### src/rtl/sram_req_adapter.sv
// Request-side adapter for the single-port sram macro: valid/ready requests in,
// bare macro strobes out, read data returned through a small credit-checked FIFO.
module sram_req_adapter #(
    parameter int DATA_WIDTH = 64,
    parameter int NUM_WORDS  = 1024,
    parameter int RSP_DEPTH  = 2,
    parameter int INIT_ZERO  = 1,
    localparam int AW = $clog2(NUM_WORDS),
    localparam int BW = (DATA_WIDTH + 7) / 8
) (
    input  logic                  clk_i,
    input  logic                  rst_i,
    input  logic                  req_valid_i,
    output logic                  req_ready_o,
    input  logic                  req_we_i,
    input  logic [AW-1:0]         req_addr_i,
    input  logic [DATA_WIDTH-1:0] req_wdata_i,
    input  logic [BW-1:0]         req_be_i,
    output logic                  rsp_valid_o,
    input  logic                  rsp_ready_i,
    output logic [DATA_WIDTH-1:0] rsp_rdata_o,
    output logic                  init_done_o,
    output logic                  sram_req_o,
    output logic                  sram_we_o,
    output logic [AW-1:0]         sram_addr_o,
    output logic [DATA_WIDTH-1:0] sram_wdata_o,
    output logic [BW-1:0]         sram_be_o,
    input  logic [DATA_WIDTH-1:0] sram_rdata_i
);

    localparam int PW = $clog2(RSP_DEPTH);
    localparam int CW = $clog2(RSP_DEPTH + 1);

    localparam logic ST_INIT = 1'b0;
    localparam logic ST_RUN  = 1'b1;

    logic                  state;
    logic [AW-1:0]         icnt;
    logic                  inflight;
    logic [PW-1:0]         rptr;
    logic [PW-1:0]         wptr;
    logic [CW-1:0]         count;
    logic [DATA_WIDTH-1:0] fifo_mem [RSP_DEPTH];

    logic          run;
    logic          initing;
    logic          pop;
    logic          push;
    logic          accept;
    logic          rd_issue;
    logic          rd_ok;
    logic [CW:0]   credit_use;

    // Outputs are forced quiet while reset is held, whatever state we came from.
    assign run     = (state == ST_RUN) && !rst_i;
    assign initing = (state == ST_INIT) && !rst_i;

    assign rsp_valid_o = !rst_i && (count != '0);
    assign rsp_rdata_o = fifo_mem[rptr];
    assign init_done_o = run;

    assign pop  = rsp_valid_o && rsp_ready_i;
    assign push = inflight;

    // A read is only issued if its response is guaranteed a FIFO slot.
    assign credit_use = {1'b0, count} + (CW+1)'(inflight) - (CW+1)'(pop);
    assign rd_ok      = credit_use < (CW+1)'(RSP_DEPTH);

    assign req_ready_o = run && (req_we_i || rd_ok);
    assign accept      = req_valid_i && req_ready_o;
    assign rd_issue    = accept && !req_we_i;

    always_comb begin
        sram_req_o   = 1'b0;
        sram_we_o    = 1'b0;
        sram_addr_o  = req_addr_i;
        sram_wdata_o = req_wdata_i;
        sram_be_o    = req_be_i;
        if (initing) begin
            sram_req_o   = 1'b1;
            sram_we_o    = 1'b1;
            sram_addr_o  = icnt;
            sram_wdata_o = '0;
            sram_be_o    = '1;
        end else if (run) begin
            sram_req_o = accept;
            sram_we_o  = req_we_i;
        end
    end

    always_ff @(posedge clk_i) begin
        if (rst_i) begin
            state <= (INIT_ZERO != 0) ? ST_INIT : ST_RUN;
            icnt  <= '0;
        end else if (state == ST_INIT) begin
            icnt <= icnt + 1'b1;
            if (icnt == AW'(NUM_WORDS - 1)) begin
                state <= ST_RUN;
            end
        end
    end

    // Response FIFO; the macro data lands one cycle after the read strobe.
    always_ff @(posedge clk_i) begin
        if (rst_i) begin
            inflight <= 1'b0;
            rptr     <= '0;
            wptr     <= '0;
            count    <= '0;
            for (int i = 0; i < RSP_DEPTH; i++) begin
                fifo_mem[i] <= '0;
            end
        end else begin
            inflight <= rd_issue;
            if (push) begin
                fifo_mem[wptr] <= sram_rdata_i;
                wptr           <= wptr + 1'b1;
            end
            if (pop) begin
                rptr <= rptr + 1'b1;
            end
            count <= count + CW'(push) - CW'(pop);
        end
    end

endmodule

### config.mk
export PLATFORM = sky130hd
export DESIGN_NAME = sram_req_adapter
export DESIGN_NICKNAME = d
export VERILOG_FILES = /design/src/rtl/sram_req_adapter.sv
export SDC_FILE = /design/constraint.sdc
export NUM_CORES = 1
export LEC_CHECK = 0
export CORE_MARGIN = 2
export CORE_UTILIZATION = 46
export CTS_CLUSTER_DIAMETER = 150
export DETAILED_ROUTE_END_ITERATION = 8
export PLACE_DENSITY = 0.87
export RECOVER_POWER = 100
export REMOVE_ABC_BUFFERS = 1
export SETUP_SLACK_MARGIN = 0.4
export SYNTH_ARGS = -nofsm -noshare
export SYNTH_HDL_FRONTEND = slang
export SYNTH_SLANG_ARGS = --single-unit
### constraint.sdc
create_clock -name clk_i -period 7.2 [get_ports clk_i]
set_input_delay 1.08 -clock clk_i [delete_from_list [all_inputs] [get_ports clk_i]]
set_output_delay 1.08 -clock clk_i [all_outputs]
set_load 0.1 [all_outputs]
## After elaboration in Yosys (flattened, before gate mapping)

Memory sizes are Yosys's and may differ from the RTL's. A register that Yosys moved wholly into a read port is not among the register bits.
Index checks and enable logic that the tools add are counted.

- Register bits: 16
- Bits in latches: 0
- Output and inout bits: 151
- Bits in writable memories: 128
- Memories kept: 1
- Bits of input ports: 151
- Word-level logic and storage cells: 48
- Bits in read-only memories: 0

Memory list:

| name | depth | width | rd ports | clocked after Yosys merged registers in | write ports | RTL line | RTL |
|---|---|---|---|---|---|---|---|
| fifo_mem | 2 | 64 | 1 | 1 | 2 | 43 | `logic [DATA_WIDTH-1:0] fifo_mem [RSP_DEPTH];` |

- Add/sub/neg operators: 7
- Multiply operators: 0
- Div/mod/pow operators: 0
- Reductions and logical operators: 12
- Magnitude comparators: 1
- Shift operators: 0
- Mux-type cells: 19
- Equal/unequal tests: 1
- Bitwise gates (word level): 1

Operators with widths:

| operator | count |
|---|---|
| two-way mux 64 bit | 2 |
| OR reduction 64 bit | 1 |
| two-way mux 1 bit | 15 |
| adder 10 x 1 -> 10 bit (second input constant) | 1 |
| equality test 10 bit (second input constant) | 1 |
| two-way mux 10 bit | 1 |
| two-way mux 8 bit | 1 |
| logical AND 1 bit | 7 |
| adder 2 x 1 -> 3 bit | 1 |
| < comparator 3 x 2 -> 1 bit (second input constant) | 1 |
| subtractor 3 x 1 -> 3 bit | 1 |
| adder 1 bit (second input constant) | 2 |
| adder 2 x 1 -> 2 bit | 1 |
| logical NOT 1 bit | 2 |
| nonzero test 2 bit | 1 |
| subtractor 2 x 1 -> 2 bit | 1 |
| logical OR 1 bit | 1 |
| inverter 1 bit | 1 |

## Longest topological paths before layout

Gate-level depths: netlist (run 1).

- Word-level depth: 10
- Depth in mapped cells: 11
- Depth with buffers taken out: 10

## Worst setup path after synthesis (run 1)

Ideal clock, no wire load.

- Path kind: input-to-output
- Start: input port rst_i
- End: output port req_ready_o
- Stages: 11
- Data required time: 6.120 ns
- Buffers on the path: 1
- Path slack: 1.537 ns
- Arrival time: 4.583 ns
- Cell sequence: buf_2 o21bai_1 nor2_1 ha_1 inv_1 ha_1 inv_1 fa_1 xnor2_1 a21oi_1 nor3_1

- Longest elaborated chain between the ends: 7
- Elaborated cells on any way between the ends: 8
- Those cells by class: add/sub (1); order compare (1); reduce/logical (6)

RTL lines:

| element | RTL line | RTL |
|---|---|---|
| from (decl) | 12 | `input logic rst_i,` |
| logical NOT 1 bit | 58 | `assign rsp_valid_o = !rst_i && (count != '0);` |
| logical AND 1 bit | 58 |  |
| logical AND 1 bit | 62 | `assign pop = rsp_valid_o && rsp_ready_i;` |
| named net pop | 47 | `logic pop;` |
| subtractor 3 x 1 -> 3 bit | 66 | `assign credit_use = {1'b0, count} + (CW+1)'(inflight) - (CW+1)'(pop);` |
| < comparator 3 x 2 -> 1 bit | 67 | `assign rd_ok = credit_use < (CW+1)'(RSP_DEPTH);` |
| logical OR 1 bit | 69 | `assign req_ready_o = run && (req_we_i \|\| rd_ok);` |
| logical AND 1 bit | 69 |  |
| to (decl) | 14 | `output logic req_ready_o,` |

The timed path passes the listed nets, and every way through them passes these cells.

## Final worst setup path (run 1)

- Start: input port rst_i
- End: output port sram_addr_o[5]

- Longest elaborated chain between the ends: 3

RTL lines:

| element | RTL line | RTL |
|---|---|---|
| logical NOT 1 bit | 56 | `assign initing = (state == ST_INIT) && !rst_i;` |
| logical AND 1 bit | 56 |  |
| two-way mux 10 bit | 79 | `if (initing) begin` |
| to (decl) | 25 | `output logic [AW-1:0] sram_addr_o,` |

Every way passes these cells.

==> results of run 1 <==
[routing by layer]
layer	track usage (%)	wire [µm]
met5	0	54
met4	11.18	689
met3	9.574	1742
met2	45.26	10660
met1	28.09	7583
[area by class of cell]
type                    count  area [µm²]
clock buffers              17       425.4
inverters                   8       30.03
diodes                      4       10.01
repair buffers            308        3045
flip-flops and latches    145        4185
fillers                   964        3999
clock inverters            15       142.6
well taps                 184       230.2
multi-input cells         338        2521
[cells in the mapped netlist, types with 2 or more instances]
cell | number | area share, %
and2_1 | 128 | 12
edfxtp_1 | 128 | 56
mux2_2 | 74 | 12
nor2b_1 | 67 | 6.1
clkbuf_1 | 20 | 1.1
dfxtp_1 | 17 | 4.9
a21oi_1 | 10 | 0.73
or2_2 | 9 | 0.82
inv_1 | 8 | 0.44
nor2_1 | 8 | 0.44
buf_2 | 7 | 0.51
nand2_1 | 5 | 0.27
ha_1 | 3 | 0.55
o21ai_0 | 3 | 0.22
o31ai_1 | 3 | 0.33
or3_1 | 3 | 0.27
or4_1 | 3 | 0.33
xnor2_1 | 3 | 0.38
xor2_1 | 3 | 0.38
buf_1 | 2 | 0.11
[power groups by stage]
stage | clock, mW | combinational, mW | sequential [mW]
after global placement | 0 | 0.523 | 0.963
after CTS | 0.857 | 0.528 | 0.948
after floorplan | 0 | 0.337 | 0.962
after global routing | 0.895 | 0.524 | 0.952
final | 0.846 | 0.509 | 0.950
after detailed placement | 0 | 0.525 | 0.965
[per-stage QoR]
step	utilization [%]	std cells	hold WS [ps]
detailed placement	68.89	983	503.8
finish	72.59	1019	518.0
CTS	72.79	1015	512.9
global placement	68.89	983	501.8
global route	72.57	1018	554.3
floorplan	-	491	455.2
[layout by cell type (no fill, tap or decap), drive strengths merged, types with 7 or more instances in the layout]
| master | instances |
|---|---|
| or2 | 9 |
| clkdlybuf4s50 | 150 |
| nor2 | 9 |
| and2 | 128 |
| inv | 10 |
| nor2b | 67 |
| dfxtp | 17 |
| edfxtp | 128 |
| dlygate4sd3 | 150 |
| clkbuf | 22 |
| clkinv | 7 |
| a21oi | 10 |
| mux2 | 74 |
[sequential cells by signal, indices dropped and copies added (netlist names), named ones only]
| name | flops |
|---|---|
| inflight | 1 |
| rptr | 1 |
| state | 1 |
| count | 2 |
| icnt | 10 |
| fifo_mem | 128 |
| wptr | 1 |
[critical path, delay by kind of cell]
| family | cells | cell delay (ps) |
|---|---|---|
| multiplexers | 1 | 410 |
| AND/OR/NAND/NOR | 1 | 1430 |
| buffers and inverters | 3 | 1960 |
[logic make-up after synthesis]
logic type,count (synthesis)
AO/OA/AOI/OAI,19
flip-flops,145
buffers and inverters,40
adder cells (fa/ha/maj),4
XOR/XNOR,6
AND/OR/NAND/NOR,234
multiplexers,75
[path summary, 6_finish.rpt]
kind	endpoint	slack (ps)	start	cells after the start
max	sram_addr_o[5]	1210	rst_i	5
min	rptr	520	rptr	2
min reg2reg	rptr	520	rptr	2
max reg2reg	fifo_mem[1][17]	2670	wptr	5
==> metrics.md, run 1 <==
| Metric | Value |
|---|---|
| Outcome | complete, but fails checks |
| Failing checks | capacitance limit, slew limit |
| Synth Register Bits | 145 |
| Largest net degree at the start of global routing | 66 |
| Synthesized area | 0.006880 mm² |
| H-Tree Depth | 4 |
| Relative slew slack | -154.5% |
| Drt drc | 0 |
| Total power | 2.305 mW |
| Synth Area in Simple Gates | 21.26% |
| Class of the worst hold path | reg -> reg |
| Max clock buf depth | 2 |
| WP data arrival | 4910 ps |
| Post-synthesis sequential area ratio | 60.81% |
| Flop pwr share | 41.2% |
| Starting Density | 47.16% |
| GP Congestion | 0.8911 |
| Async SR Flop Fraction | 0% |
| Layout cells sized above 1 | 14.56% |
| Avg Synthesized Cell Area | 13.16 µm² |
| CTS tree | built |
| Top_reg_cell synth | edfxtp_1 |
| Critical Path Max Stage Delay | 1430 ps |
| Crit path capture type | output pin |
| Ys Warns | 0 |
| Largest family of logic cells by synthesized area | simple AND/OR/NAND/NOR gates |
| Max cap viols | 5 |
| CP most frequent cell | dlygate4sd3_1 |
| HPWL after DPL | 14880 µm |
| Layout area overhead | 53.92% |
| Initial DRC count | 307 |
| Wirelength per Cell | 20.34 µm |
| Chip Height | 126.3 µm |
| Psw | 712.9 µW |
| Setup TNS | 0 ps |
| IO Count | 302 |
| Pin slew with the least headroom to its limit | 3818 ps |
| All-layer global routing usage | 25.83% |
| Dpl ws | 1507 ps |
| Total congestion overflow | 0 |
| Via count | 5186 |
| CP max stage cell | nor2_2 |
| Clk_skew | 9.622 ps |
| CTS root buf | clkbuf_16 |
| Setup violations, final | 0 |
| Core area | 0.01459 mm² |
| Final ANT Viol Nets | 0 |
| Combinational share of power | 22.1% |
| Crit path launch type | input port |
| Die area | 0.01595 mm² |
| Worst path required time | 6120 ps |
| Drt first pass iters | 4 |
| Initial antenna violation count | 8 |
| PwrDens | 217.6 mW/mm² |
| Final Hold Vio Count | 0 |
| Post-cts sizing count | 0 |
| Setup repair bufs after CTS | 0 |
| Final slew viol count | 312 |
| Max Fclk | 0.1671 GHz |
| Clk pwr share | 36.7% |
| Reg clk slew, reported paths | 60 ps |
| Non-Filler Cell Area, Final | 0.01059 mm² |
| Internal power | 1.592 mW |
| Worst-Skew Late Latency | 420 ps |
| RSZ-0062 raised after global routing | false |
| CTS Buf Count | 17 |
| CP Cell Sequence | dlygate4sd3_1, buf_4, nor2_2, mux2_2, dlygate4sd3_1 |
| Post-Route WL | 20730 µm |
| Adder-cell share of the synthesized area | 0.8365% |
| Setup slack after layout | 1214 ps |
| Fin crit share | 83.14% |
| Synth Area in XOR/XNOR | 0.7638% |
| Die W | 126.3 µm |
| EDFF count, synth | 128 |
| Period minus WS final | 5986 ps |
| CP max FO | 50 |
| # clock sinks | 145 |
| Vias in the first global route | 5445 |
| Worst Setup Path Type | in -> out |
| Switching Fraction | 30.93% |
| VDD IR max | 0.1979 mV |
| Via-to-Cell Ratio | 5.089 |
| Cell Rows | 44 |
| Synth cell types | 39 |
| First-pass GRT wire length | 30730 µm |
| Compound-Gate Fraction of Synth Area | 1.582% |
| Leak pwr | 4.076 nW |
| Synthesized instance count | 523 |
| Placed cell area | 0.01005 mm² |
| Port bufs | 301 |
| CTS hold repair buffers | 0 |
| Final nets | 973 |
| Mux contribution to synthesized area | 12.26% |
(Power assumes the default switching activity.)
==> run 2, diff against run 1 <==
Settings changed: CORE_UTILIZATION 46 to 43, PLACE_DENSITY 0.87 to 0.82.
Clock period 7.2 ns to 5.8 ns, I/O delays scaled along.
==> metrics.md, run 2 (synthesis gave the netlist of run 1 again) <==
| Metric | Value |
|---|---|
| Worst Hold Depth | 2 (unchanged) |
| Initial antenna violation count | 3 (was 8) |
| Final Hold Vio Count | 0 (unchanged) |
| Max clock buf depth | 2 (unchanged) |
| Dpl ws | 1221 ps (was 1507 ps) |
| Largest Register | fifo_mem (unchanged) |
| Commonest cells after routing, fill and taps aside | clkdlybuf4s50_1, edfxtp_1, dlygate4sd3_1, mux2_2, nor2b_1 (was clkdlybuf4s50_1, dlygate4sd3_1, edfxtp_1, and2_0, mux2_2) |
| Largest registers | fifo_mem: 128 flops, icnt: 10 flops, count: 2 flops (unchanged) |
| CP Depth | 3 (was 5) |
| All-layer global routing usage | 24.19% (was 25.83%) |
| Final Core Density | 66.21% (was 72.59%) |
| Cell Rows | 46 (was 44) |
| Post-Route WL | 21050 µm (was 20730 µm) |
| Commonest non-fill, non-tap cell in the layout | clkdlybuf4s50_1 |
| Reg clk slew, reported paths | 60 ps (about the same) |
| CP max stage cell | dfxtp_1 (was nor2_2) |
| Layout area overhead | 51.76% (was 53.92%) |
| Relative slew slack | -69.26% (was -154.5%) |
| Total congestion overflow | 0 (unchanged) |
| Multi-input logic area | 0.002536 mm² (was 0.002521 mm²) |
| # clock sinks | 145 (unchanged) |
| Starting Density | 43.63% (was 47.16%) |
| Setup violations, final | 0 (unchanged) |
| Drt first pass iters | 4 (unchanged) |
| PwrDens | 276.1 mW/mm² (was 217.6 mW/mm²) |
| Drt drc | 0 (unchanged) |
| Class of the worst hold path | reg -> reg (unchanged) |
| Max Fclk | 0.1975 GHz |
| Max reg flops | 128 (unchanged) |
| Final nets | 973 (unchanged) |
| Critical Path Max Stage Delay | 1770 ps (was 1430 ps) |
| Layout cells sized above 1 | 14.68% (was 14.56%) |
| Wirelength per Cell | 20.05 µm (was 20.34 µm) |
| Outcome | complete, but fails checks (unchanged) |
| Via count | 5209 (was 5186) |
| First-pass GRT wire length | 29700 µm (was 30730 µm) |
| Total power | 2.883 mW (was 2.305 mW) |
| Worst-Skew Late Latency | 420 ps (about the same) |
| Final slew viol count | 254 (was 312) |
| Chip Height | 130.5 µm (was 126.3 µm) |
| Die W | 130.5 µm (was 126.3 µm) |
| Fillers | 1200 (was 964) |
| HPWL after DPL | 15680 µm (was 14880 µm) |
| VDD IR max | 0.2190 mV (was 0.1979 mV) |
| CTS root buf | clkbuf_16 (unchanged) |
| Period minus WS final | 5062 ps |
| Cells on worst reg2reg path | 4 (was 5) |
| Core area | 0.01577 mm² (was 0.01459 mm²) |
| Setup slack after layout | 737.8 ps (was 1214 ps) |
| Fin Hold WS | 521.6 ps (was 518.0 ps) |
| CTS Buf Count | 17 (unchanged) |
| Die area | 0.01703 mm² (was 0.01595 mm²) |
| Fin crit share | 87.28% |
| GP Congestion | 0.9205 (was 0.8911) |
| H-Tree Depth | 4 (unchanged) |
| CTS hold repair buffers | 0 (unchanged) |
| Setup TNS | 0 ps (unchanged) |
| Largest delay share family, worst path | flip-flops (was buffers and inverters) |
| CP Cell Sequence | buf_4, mux2_2, dlygate4sd3_1 (was dlygate4sd3_1, buf_4, nor2_2, mux2_2, dlygate4sd3_1) |
| Port bufs | 301 (unchanged) |
| Via-to-Cell Ratio | 4.961 (was 5.089) |
| WP data arrival | 4190 ps (was 4910 ps) |
| Setup repair bufs after CTS | 0 (unchanged) |
| Clk_skew | 10.76 ps (was 9.622 ps) |
| Vias in the first global route | 5266 (was 5445) |
| CP max FO | 45 (was 50) |
| CTS tree | built (unchanged) |
| Final ANT Viol Nets | 0 (unchanged) |
| Crit path capture type | output pin (unchanged) |
| Max cap viols | 5 (unchanged) |
| Buf+Inv Stages, Crit Path | 2 (was 3) |
| Failing checks | capacitance limit, slew limit (unchanged) |
| Initial DRC count | 304 (was 307) |
| Leak pwr | 3.997 nW (was 4.076 nW) |
| RSZ-0062 raised after global routing | false (unchanged) |
| Pin slew with the least headroom to its limit | 2539 ps (was 3818 ps) |
| Worst Setup Path Type | reg -> out (was in -> out) |
| Register area | 0.004184 mm² (was 0.004185 mm²) |
| Crit path launch type | flip-flop (was input port) |
| Worst path required time | 4930 ps (was 6120 ps) |
| IO Count | 302 (unchanged) |
| Largest net degree at the start of global routing | 65 (was 66) |
| Post-cts sizing count | 0 (unchanged) |
## run 2: cell type report
| type | instances | area share, % |
|---|---|---|
| antenna | 3 | 0.07190 |
| clock buffer | 26 | 5.392 |
| clock inverter | 6 | 0.3595 |
| inverter | 8 | 0.2876 |
| multi-input combinational | 338 | 24.29 |
| sequential | 145 | 40.07 |
| tap | 216 | 2.588 |
| timing repair buffer | 308 | 26.94 |
## run 2: report_power, final
part / total (mW) / internal [mW] / switching [mW]
Sequential: 1.18 / 1.17 / 0.0111
Clock: 1.08 / 0.670 / 0.410
Combinational: 0.625 / 0.168 / 0.457
Total: 2.88 / 2.00 / 0.879
## run 2: path summary, 6_finish.rpt
| check | startpoint | endpoint | slack (ps) |
|---|---|---|---|
| max | flip-flop | rsp_rdata_o[56] | 740 |
| min reg2reg | icnt[9] | icnt[9] | 520 |
| min | icnt[9] | icnt[9] | 520 |
| max reg2reg | wptr | fifo_mem[1][59] | 2070 |
## run 2: worst reg2reg max path, cell delays in order (launching register included)
cell and delay [ps]:
dfxtp_1 410, inv_1 80, nor3b_1 250, or2_1 1600, clkbuf_1 990
## run 2: stage by stage
step	area, µm²	cells
6_report	10440	1050
4_1_cts	10590	1047
2_1_floorplan	6739	491
5_1_grt	10440	1049
3_3_place_gp	9991	1015
3_5_place_dp	9991	1015
## run 2: per-layer routing
layer  up-vias  track usage (%)  part of all wire [%]  routed length [µm]
met5         -                0                     0                   0
met4         0            15.14                   5.8                1231
met2       255            41.45                    50               10530
li1       2402                -                     -                   -
met1      2488            25.65                    36                7491
met3        64            8.265                   8.5                1794
